File: config.mk
export PLATFORM = sky130hd
export DESIGN_NAME = bird_motion
export DESIGN_NICKNAME = d
export VERILOG_FILES = /design/src/rtl/bird_motion.sv
export SDC_FILE = /design/constraint.sdc
export NUM_CORES = 1
export LEC_CHECK = 0
export ABC_AREA = 1
export BUFFER_PORTS_ARGS = -buffer_cell sky130_fd_sc_hd__buf_2
export CORE_MARGIN = 5
export CORE_UTILIZATION = 29
export CTS_BUF_LIST = sky130_fd_sc_hd__clkbuf_4
export DETAILED_ROUTE_END_ITERATION = 7
export PLACE_DENSITY_LB_ADDON = 0.08
export SETUP_SLACK_MARGIN = 0.5
export SLEW_MARGIN = 30
export SYNTH_ARGS = -nofsm -noshare
export SYNTH_HDL_FRONTEND = slang
export SYNTH_SLANG_ARGS = --single-unit
export TNS_END_PERCENT = 10
File: constraint.sdc
create_clock -name clk -period 2 [get_ports clk]
set_clock_uncertainty 0.15 [all_clocks]
set_input_delay 0.2 -clock clk [delete_from_list [all_inputs] [get_ports clk]]
set_output_delay 0.2 -clock clk [all_outputs]
set_load 0.03 [all_outputs]
File: src/rtl/bird_motion.sv
// Vertical-motion engine for the player bird.
//
// Holds the bird at its spawn row until the start latch goes high. Once running, it applies
// gravity and flap impulses once per divided game tick, and reports death on a floor hit or a
// pipe collision.
//
// Optional build macro:
//   BIRD_GRAVITY_ACCEL_EN - adds a 2-bit fall velocity. The bird falls faster on consecutive
//                           non-flap ticks (1, 2, 3 rows per tick). A flap resets it to 1.
//
// Ports:
//   clk       in   system clock
//   reset     in   asynchronous, active-high reset
//   startGame in   sticky start level; high while the game runs
//   flap      in   player button level, synchronous to clk (edge-detected here)
//   hit       in   pipe-collision strobe, sampled every cycle
//   birdRow   out  current bird row (0 = floor, ROWS-1 = top)
//   alive     out  high while flying
//   crashed   out  high while dead
//   tick      out  one-cycle game-tick pulse, only while flying
module bird_motion #(
  parameter int unsigned ROWS        = 16,
  parameter int unsigned TICK_CYCLES = 12_500_000,
  parameter int unsigned START_ROW   = 8,
  parameter int unsigned FLAP_HEIGHT = 2
) (
  input  logic                    clk,
  input  logic                    reset,
  input  logic                    startGame,
  input  logic                    flap,
  input  logic                    hit,
  output logic [$clog2(ROWS)-1:0] birdRow,
  output logic                    alive,
  output logic                    crashed,
  output logic                    tick
);

  localparam int unsigned RW = $clog2(ROWS);
  localparam int unsigned CW = $clog2(TICK_CYCLES);

  localparam logic [RW-1:0] StartRowL = RW'(START_ROW);
  localparam logic [RW-1:0] TopRow    = RW'(ROWS - 1);
  localparam logic [RW:0]   TopRowW   = (RW+1)'(ROWS - 1);
  localparam logic [RW:0]   FlapW     = (RW+1)'(FLAP_HEIGHT);
  localparam logic [CW-1:0] CntLast   = CW'(TICK_CYCLES - 1);

  typedef enum logic [1:0] {StIdle, StFly, StDead} state_e;

  state_e        state_q, state_d;
  logic [RW-1:0] row_q, row_d;
  logic [CW-1:0] cnt_q, cnt_d;
  logic          pending_q, pending_d;
  logic          flap_prev_q;

  logic          rise;
  logic          at_tick;
  logic          pending_now;
  logic [RW:0]   raised;

`ifdef BIRD_GRAVITY_ACCEL_EN
  logic [1:0]    vel_q, vel_d;
`endif

  assign rise        = flap & ~flap_prev_q;
  assign at_tick     = (cnt_q == CntLast);
  // A rise on the tick cycle itself counts for that tick.
  assign pending_now = pending_q | rise;
  // One extra bit so the saturation compare cannot be fooled by wrap.
  assign raised      = {1'b0, row_q} + FlapW;

  always_comb begin
    state_d   = state_q;
    row_d     = row_q;
    cnt_d     = cnt_q;
    pending_d = pending_q;
`ifdef BIRD_GRAVITY_ACCEL_EN
    vel_d     = vel_q;
`endif
    unique case (state_q)
      StIdle: begin
        row_d     = StartRowL;
        cnt_d     = '0;
        pending_d = 1'b0;
`ifdef BIRD_GRAVITY_ACCEL_EN
        vel_d     = 2'd1;
`endif
        if (startGame) begin
          state_d = StFly;
        end
      end
      StFly: begin
        if (hit) begin
          // Collision wins over any tick update; the row freezes where it is.
          state_d = StDead;
        end else if (!startGame) begin
          state_d   = StIdle;
          row_d     = StartRowL;
          cnt_d     = '0;
          pending_d = 1'b0;
        end else if (at_tick) begin
          cnt_d     = '0;
          pending_d = 1'b0;
          if (pending_now) begin
            row_d = (raised > TopRowW) ? TopRow : raised[RW-1:0];
`ifdef BIRD_GRAVITY_ACCEL_EN
            vel_d = 2'd1;
`endif
          end else begin
`ifdef BIRD_GRAVITY_ACCEL_EN
            if (row_q <= RW'(vel_q)) begin
              row_d   = '0;
              state_d = StDead;
            end else begin
              row_d = row_q - RW'(vel_q);
              vel_d = (vel_q == 2'd3) ? 2'd3 : vel_q + 2'd1;
            end
`else
            if (row_q > RW'(1)) begin
              row_d = row_q - RW'(1);
            end else begin
              row_d   = '0;
              state_d = StDead;
            end
`endif
          end
        end else begin
          cnt_d     = cnt_q + CW'(1);
          pending_d = pending_now;
        end
      end
      StDead: begin
        // Terminal until reset.
      end
      default: begin
        state_d = StIdle;
      end
    endcase
  end

  always_ff @(posedge clk or posedge reset) begin
    if (reset) begin
      state_q     <= StIdle;
      row_q       <= StartRowL;
      cnt_q       <= '0;
      pending_q   <= 1'b0;
      flap_prev_q <= 1'b0;
    end else begin
      state_q     <= state_d;
      row_q       <= row_d;
      cnt_q       <= cnt_d;
      pending_q   <= pending_d;
      flap_prev_q <= flap;
    end
  end

`ifdef BIRD_GRAVITY_ACCEL_EN
  always_ff @(posedge clk or posedge reset) begin
    if (reset) begin
      vel_q <= 2'd1;
    end else begin
      vel_q <= vel_d;
    end
  end
`endif

  // Outputs decode registered state only.
  always_comb begin
    birdRow = row_q;
    alive   = (state_q == StFly);
    crashed = (state_q == StDead);
    tick    = (state_q == StFly) && at_tick;
  end

endmodule
# Yosys cells after proc, flatten, opt, wreduce, memory -nomap -nowiden
# Cells that the tools add are included.
[op_classes] n_addsub=3 order_cmp=2 n_eq_ne=9 muxes=22 bitwise_logic=4 reduce_logical=6
[op_table] operator="$mux 24" n=3
[op_table] operator="$pmux 24 s2" n=1
[op_table] operator="$add 24x1->24 const B" n=1
[op_table] operator="$eq 24x24->1 const B" n=1
[op_table] operator="$mux 4" n=6
[op_table] operator="$mux 2" n=6
[op_table] operator="$ne 4x4->1 const B" n=2
[op_table] operator="$pmux 4 s2" n=1
[op_table] operator="$pmux 2 s3" n=1
[op_table] operator="$add 4x2->5 const B" n=1
[op_table] operator="$gt 5x4->1 const B" n=1
[op_table] operator="$reduce_and 5->1" n=1
[op_table] operator="$gt 4x1->1 const B" n=1
[op_table] operator="$ne 2x2->1 const B" n=2
[op_table] operator="$ne 4x3->1 const B" n=1
[op_table] operator="$sub 4x1->4 const B" n=1
[op_table] operator="$mux 1" n=3
[op_table] operator="$ne 3x2->1 const B" n=1
[op_table] operator="$reduce_and 3->1" n=1
[op_table] operator="$eq 2x1->1 const B" n=1
[op_table] operator="$eq 2x2->1 const B" n=1
[op_table] operator="$logic_not 2->1" n=1
[op_table] operator="$not 1->1" n=2
[op_table] operator="$pmux 1 s2" n=1
[op_table] operator="5 further kinds" n=5
[word_totals] ff_bits=32 input_bits=5 output_inout_bits=7

# Logic depth before layout (Yosys ltp)
# Gate-level depths: netlist (run 1).
[logic_depth] ltp_word=8 mapped_depth=11 ltp_nobuf=11

# Worst setup path after synthesis (run 1)
# Ideal clock, no wire load.
[synth_path] kind="flip-flop to flip-flop" from="register row_q[1], in the netlist birdRow[1]" to="register row_q[0], in the netlist birdRow[0]" setup_ns=0.062 arrival_ns=1.610 slack_ns=0.178 path_stages_with_launch=12 synth_period_minus_slack_ns=1.822 cell_sequence="dfrtp_1 -> inv_1 -> ha_1 -> nand2_1 -> inv_1 -> nor2_1 -> nand2_1 -> a21oi_1 -> nand3_1 -> nand2_1 -> nand2_1 -> inv_1"
[synth_between] elab_chain_len=8
[synth_lines] item="start, declared" line_no="50" rtl="logic [RW-1:0] row_q, row_d;"
[synth_lines] item="start signal, assigned" line_no="143" rtl="row_q <= StartRowL;"
[synth_lines] item="start signal, assigned" line_no="149" rtl="row_q <= row_d;"
[synth_lines] item="$add 4x2->5" line_no="69" rtl="assign raised = {1'b0, row_q} + FlapW;"
[synth_lines] item="$gt 5x4->1" line_no="104" rtl="row_d = (raised > TopRowW) ? TopRow : raised[RW-1:0];"
[synth_lines] item="$mux 4" line_no="104"
[synth_lines] item="$mux 4 (*)" line_no="103" rtl="if (pending_now) begin"
[synth_lines] item="$mux 4 (*)" line_no="100" rtl="end else if (at_tick) begin"
[synth_lines] item="$mux 4 (*)" line_no="95" rtl="end else if (!startGame) begin"
[synth_lines] item="$mux 4 (*)" line_no="92" rtl="if (hit) begin"
[synth_lines] item="$pmux 4 s2 (*)" line_no="79" rtl="unique case (state_q)"
# Mark *: on every way between the ends. The rest lies on a longest branch, timed or not. The select of a mux whose other input is x is not followed.
# A chain may end at the register's enable or synchronous reset.

# Final worst setup path (run 1)
[layout_path] from="register cnt_q[1]" to="output tick"
[layout_between] elab_chain_len=2
[layout_lines] item="start, declared" line_no="51" rtl="logic [CW-1:0] cnt_q, cnt_d;"
[layout_lines] item="start signal, assigned" line_no="150" rtl="cnt_q <= cnt_d;"
[layout_lines] item="$eq 24x24->1" line_no="65" rtl="assign at_tick = (cnt_q == CntLast);"
[layout_lines] item="$logic_and 1x1->1" line_no="171" rtl="tick = (state_q == StFly) && at_tick;"
[layout_lines] item="end, declared" line_no="35" rtl="output logic tick"
# No other way between the ends.

==> results of run 1 <==
==> state kept, by name, indices dropped and copies added (netlist names) <==
signal	count
birdRow	4
cnt_q	24
flap_prev_q	1
pending_q	1
state_q	2
==> what timing repair did <==
action,4_1_cts,5_1_grt
gates resized for setup,10,2
setup endpoints to repair,34,35
gates cloned,1,0
hold buffers,3,0
buffers inserted,5,3
hold endpoints to repair,13,0
pin swaps,2,1
==> worst min-delay path by stage <==
stage,endpoint,slack [ns]
floorplan,flap_prev_q,0.08
global placement,cnt_q[23],0.12
detailed placement,cnt_q[23],0.12
CTS,state_q[0],0.06
global route,state_q[0],0.06
finish,state_q[0],0.07
==> layer usage <==
metal  routed length [um]  part of all wire [%]
met1                 2510                    50
met2                 2290                    45
met4                   84                   1.7
met5                    0                     0
met3                  175                   3.5
==> power by group through the flow <==
| stage | clock network (W) | registers (W) | logic [W] |
|---|---|---|---|
| 2_1_floorplan | 0 | 0.000872 | 0.000683 |
| 5_1_grt | 0.000552 | 0.000830 | 0.00112 |
| 3_5_place_dp | 0 | 0.000832 | 0.000922 |
| 6_report | 0.000500 | 0.000819 | 0.000989 |
| 3_3_place_gp | 0 | 0.000834 | 0.000937 |
| 4_1_cts | 0.000515 | 0.000818 | 0.000994 |
==> per-stage QoR <==
stage / power (W) / util [%] / area [um2]
after floorplan: 0.00156 / - / 2170
after global placement: 0.00177 / 32.7 / 2360
after detailed placement: 0.00175 / 32.7 / 2360
after CTS: 0.00233 / 35.2 / 2540
after global routing: 0.00250 / 35.7 / 2570
final: 0.00231 / 35.7 / 2570
==> Yosys cell counts <==
library cell	count
o21ai_0	10
nand2_4	4
buf_4	1
and3_2	1
clkinv_2	1
buf_6	2
nor2_1	44
nand3_2	2
nand3_4	1
nor3_1	6
nand2_2	8
a21oi_4	1
a31oi_1	2
dfstp_2	1
xor2_1	6
o21bai_2	1
dfrtp_1	31
inv_4	1
nand4_1	9
o31ai_1	1
inv_2	4
xnor2_1	2
o21ai_1	2
or2_1	1
nand3_1	19
nor2_2	7
nor2_4	5
nand2_1	59
o21ai_2	1
nor3b_1	1
a21oi_1	8
nor4_1	2
inv_1	36
ha_1	7
==> worst reg2reg max path, delay by kind of cell (launching register included) <==
kind / cells / cell delay, ns
buf+inv: 3 / 0.42
flops: 1 / 0.39
simple gates: 5 / 0.35
fa+ha+maj: 1 / 0.20
compound gates: 1 / 0.20
==> area by class of cell <==
| class | instances | share of cell area [%] |
|---|---|---|
| inverters | 42 | 6.47 |
| flip-flops and latches | 32 | 31.4 |
| clock inverters | 3 | 1.46 |
| multi-input cells | 210 | 46.4 |
| clock buffers | 5 | 1.46 |
| well taps | 99 | 4.82 |
| repair buffers | 27 | 8.03 |
==> cells by family (layout without fill, tap and decap cells) <==
| family | count (synthesis) | in the layout | synth area share [%] |
|---|---|---|---|
| compound gates | 26 | 26 | 7.30 |
| xor+xnor | 8 | 8 | 3.27 |
| fa+ha+maj | 7 | 7 | 4.09 |
| buf+inv | 45 | 77 | 8.94 |
| flops | 32 | 32 | 37.4 |
| simple gates | 169 | 169 | 39.0 |
==> impl_metrics.ini, run 1 <==
[clock_tree]
cts_tree = yes
clk_path_buf_depth = 2
cts_root_buffer = clkbuf_4
cts_sinks = 32
worstSkewPairLatency_ns = 0.35
cts_buffers = 5
htree_num_levels = 2
clk_pin_slew_ns = 0.12

[power_and_ir_drop]
cellLeakagePower_nw = 1.16
pwr-share-seq_pct = 35.5
pwr-share-comb_pct = 42.9
netSwitchingFraction_pct = 43.2
switchingPower_w = 0.000997
internal-power_w = 0.00131
clkPwrFrac_pct = 21.6
ir_worst_vdd_uv = 396
pwr_density_cell_mw_per_mm2 = 897

[worst_setup_path]
critPathLaunchType = register
reg2regPathDepth = 10
crit_top_cell = nor2_4
r2r_start = cnt_q[1]
crit_family = flip-flops
cp.required_ns = 1.65
endpoint = tick
critPathBufInv = 2
cp.depth = 8
crit_chain = ha_2, nand2_2, inv_2, nand2_4, nor2_4, nand3_4, nor2_4, buf_6
slowest_stage = dfrtp_1
crit_type = reg2out
r2r_slack_ns = 0.18
critPathMaxFanout = 3
r2r-end = cnt_q[9]
end_kind = output port
startpoint = cnt_q[1]
critPathMaxStageDelay_ns = 0.39
cp.arrival_ns = 1.52

[placed_design]
numPortBuffers = 11
dp_slack_ns = 0.230
gp_congestion = 0.763
dpl.hpwl_um = 3740
placed_cells = 398

[sta]
hold_ws_ns = 0.0664
rsz0062_at_grt = true
report.final.slew_viol_count = 0
final.setup.worst_slack_ns = 0.126
fin_crit_sh_pct = 93.7
setup_viol = 0
max_freq_mhz = 534
finalHoldViolCount = 0
tns_ns = 0
fin_crit_ns = 1.87
tightest_slew_ns = 0.514
slew_headroom_pct = 65.7

[drt]
drcViolationCount = 0
first_pass_iters = 4
vias_per_cell = 4.46
wl_per_cell_um = 12.1
num_vias = 1865
drt_iter0_markers = 65
antenna_left = 0
wl_um = 5060

[layout]
final_cells = 418
regArea_um2 = 807
nFillCells = 800
num_antenna_cells = 0
multiInputGateArea_mm2 = 0.00119
final_cell_mix = 58 x nand2_1, 43 x nor2_1, 33 x inv_1, 27 x dfrtp_1, 19 x nand3_1
layout_commonest_cell = nand2_1
syn_to_final_growth_pct = 20.1
final_nets = 330
drive_gt1_share_pct = 25.4

[outcome]
status = complete, no violations

[min_path]
hold_path.class = in2reg
worstHoldStart = hit
holdPathStages = 4

[die]
die_x_um = 95.9
start_util_pct = 29.7
row_count = 31
io_pins = 12
core_area_mm2 = 0.00721
die_h_um = 95.9
die-area_mm2 = 0.00921

[yosys]
ys_seq_area_share_pct = 37.4
syn_avg_cell_area_um2 = 7.46
syn_nets = 299
synth_top_cell_area_share_pct = 36.2
yosysTopAreaCell = dfrtp_1
synth_cell_types = 34
syn_area_mm2 = 0.00214
ys_warn_count = 0
synth_cells = 287
ys_ff_latch = 32
synthTopCellsByArea = dfrtp_1 36%, nand2_1 10%, nor2_1 7.7%

[grt]
met3_usage_pct = 2.58
overflow = 0
grt_use_met2_pct = 19.5
grt_pass1_wl_um = 8760
grt-busiest-layer = met2
grt.met1_usage_pct = 16.4
grt_pass1_vias = 1813
grt_max_degree = 22
antenna_found_initial = 0
grt_usage_pct = 12.4

[job]
drv_cap = 0
Power figures use the tool's default switching activity.
==> run 2: changes to the inputs <==
- BUFFER_PORTS_ARGS: -buffer_cell sky130_fd_sc_hd__buf_2 -> -buffer_cell sky130_fd_sc_hd__clkbuf_2
- MAX_ROUTING_LAYER: unset -> met4
- REMOVE_ABC_BUFFERS: unset -> 1
==> impl_metrics.ini, run 2 (same netlist as run 1, synthesis figures left out) <==
[layout]
nFillCells = 794
regMostFlops = cnt_q
final_nets = 337
regArea_um2 = 805
fin_area_mm2 = 0.00259
layout_commonest_cell = nand2_1
num_antenna_cells = 0
multiInputGateArea_mm2 = 0.00119
largest_register_ffs = 24
final_cell_mix = 58 x nand2_1, 42 x nor2_1, 35 x inv_1, 29 x dfrtp_1, 19 x nand3_1
syn_to_final_growth_pct = 20.9
drive_gt1_share_pct = 26.1

[drt]
antenna_left = 0
first_pass_iters = 4
drcViolationCount = 0
num_vias = 1852
wl_um = 5290
wl_per_cell_um = 12.4
drt_iter0_markers = 47
vias_per_cell = 4.36

[worst_setup_path]
r2r_slack_ns = 0.18
crit_top_cell = nor2_4
crit_chain = ha_4, nand2_2, inv_2, nand2_4, nor2_4, nand3_4, nor2_4, buf_8
critPathMaxStageDelay_ns = 0.42
slowest_stage = dfrtp_1
crit_type = reg2out
reg2regPathDepth = 10
cp.required_ns = 1.65
cp.arrival_ns = 1.52
end_kind = output port
critPathMaxFanout = 3
critPathLaunchType = register
r2r_start = cnt_q[0]
r2r-end = cnt_q[5]

[grt]
grt_max_degree = 33
overflow = 0
grt_usage_pct = 13.3
grt_pass1_vias = 1848
antenna_found_initial = 0
grt_pass1_wl_um = 9120

[power_and_ir_drop]
cellLeakagePower_nw = 1.18
finalPower_w = 0.00223
ir_worst_vdd_uv = 455
pwr_density_cell_mw_per_mm2 = 862

[min_path]
hold_path.class = in2reg
worstHoldStart = hit
min_to = state_q[0]
holdPathStages = 4

[clock_tree]
htree_num_levels = 2
cts_tree = yes
worstSkewPairLatency_ns = 0.34
clk_pin_slew_ns = 0.11
clk_path_buf_depth = 2
cts_root_buffer = clkbuf_4
cts_buffers = 5
cts_sinks = 32

[die]
die_x_um = 95.9
core_area_mm2 = 0.00721
row_count = 31
die_h_um = 95.9
die-area_mm2 = 0.00921
io_pins = 12
start_util_pct = 29.7

[sta]
tightest_slew_ns = 0.457
final.setup.worst_slack_ns = 0.127
fin_crit_sh_pct = 93.6
rsz0062_at_grt = true
setup_viol = 0
tns_ns = 0
report.final.slew_viol_count = 0
max_freq_mhz = 534
slew_headroom_pct = 69.5
finalHoldViolCount = 0
fin_crit_ns = 1.87

[placed_design]
dp_slack_ns = 0.128
placed_area_mm2 = 0.00235
dpl.hpwl_um = 3850
numPortBuffers = 11
gp_congestion = 0.770

[job]
drv_cap = 0

[outcome]
status = complete, no violations
[run 2: changes by cell type in the layout (fill, tap and decap cells not counted), sizes merged]
cell / delta
clkbuf: +12
buf: -3
bufinv: -1
clkinv: -1
[run 2: layer usage]
metal	wire length [um]	part of all wire, %	GRT usage [%]
met5	0	0	-
met4	58	1.1	4.27
met3	112	2.1	2.81
met2	2440	46	20.7
met1	2680	51	17.3
[run 2: layout make-up]
type,instances,area share (%)
inverters,42,6.23
repair buffers,34,9.66
multi-input cells,210,46.1
clock buffers,7,2.03
flip-flops and latches,32,31.1
well taps,99,4.78
clock inverters,1,0.145
[run 2: worst max-delay path by stage]
stage,depth (start not counted),slack (ns),from,to
floorplan,11,0.18,birdRow[1],birdRow[0]
global placement,9,0.12,cnt_q[0],cnt_q[8]
detailed placement,9,0.13,cnt_q[0],cnt_q[8]
CTS,8,0.07,cnt_q[0],tick
global route,8,0.03,cnt_q[0],tick
finish,8,0.13,cnt_q[0],tick
[run 2: critical path, delay by kind of cell, from the launching register on]
| family | cells | cell delay [ns] |
|---|---|---|
| DFF | 1 | 0.42 |
| and+or+nand+nor | 5 | 0.41 |
| adders and majority gates | 1 | 0.16 |
| buffers and inverters | 2 | 0.19 |
[run 2: per-stage QoR]
stage	util, %	hold slack (ns)	std cells
2_1_floorplan	-	0.0814	284
3_3_place_gp	32.6	0.166	402
3_5_place_dp	32.6	0.166	402
4_1_cts	35.1	0.0632	421
5_1_grt	35.9	0.0876	425
6_report	35.9	0.0854	425
[run 2: where the power goes]
| part | internal (W) | leakage, nW | switching [W] |
|---|---|---|---|
| Clock | 0.000162 | 0.0338 | 0.000241 |
| Sequential | 0.000720 | 0.433 | 0.0000655 |
| Combinational | 0.000349 | 0.712 | 0.000695 |
[run 2: repair_timing]
action | in CTS | in global routing
hold endpoints to repair | 34 | 0
hold buffers | 3 | 0
cloned | 1 | 0
resized for setup | 11 | 8
setup buffers | 7 | 4
pin swaps | 4 | 1
setup endpoints to repair | 34 | 34
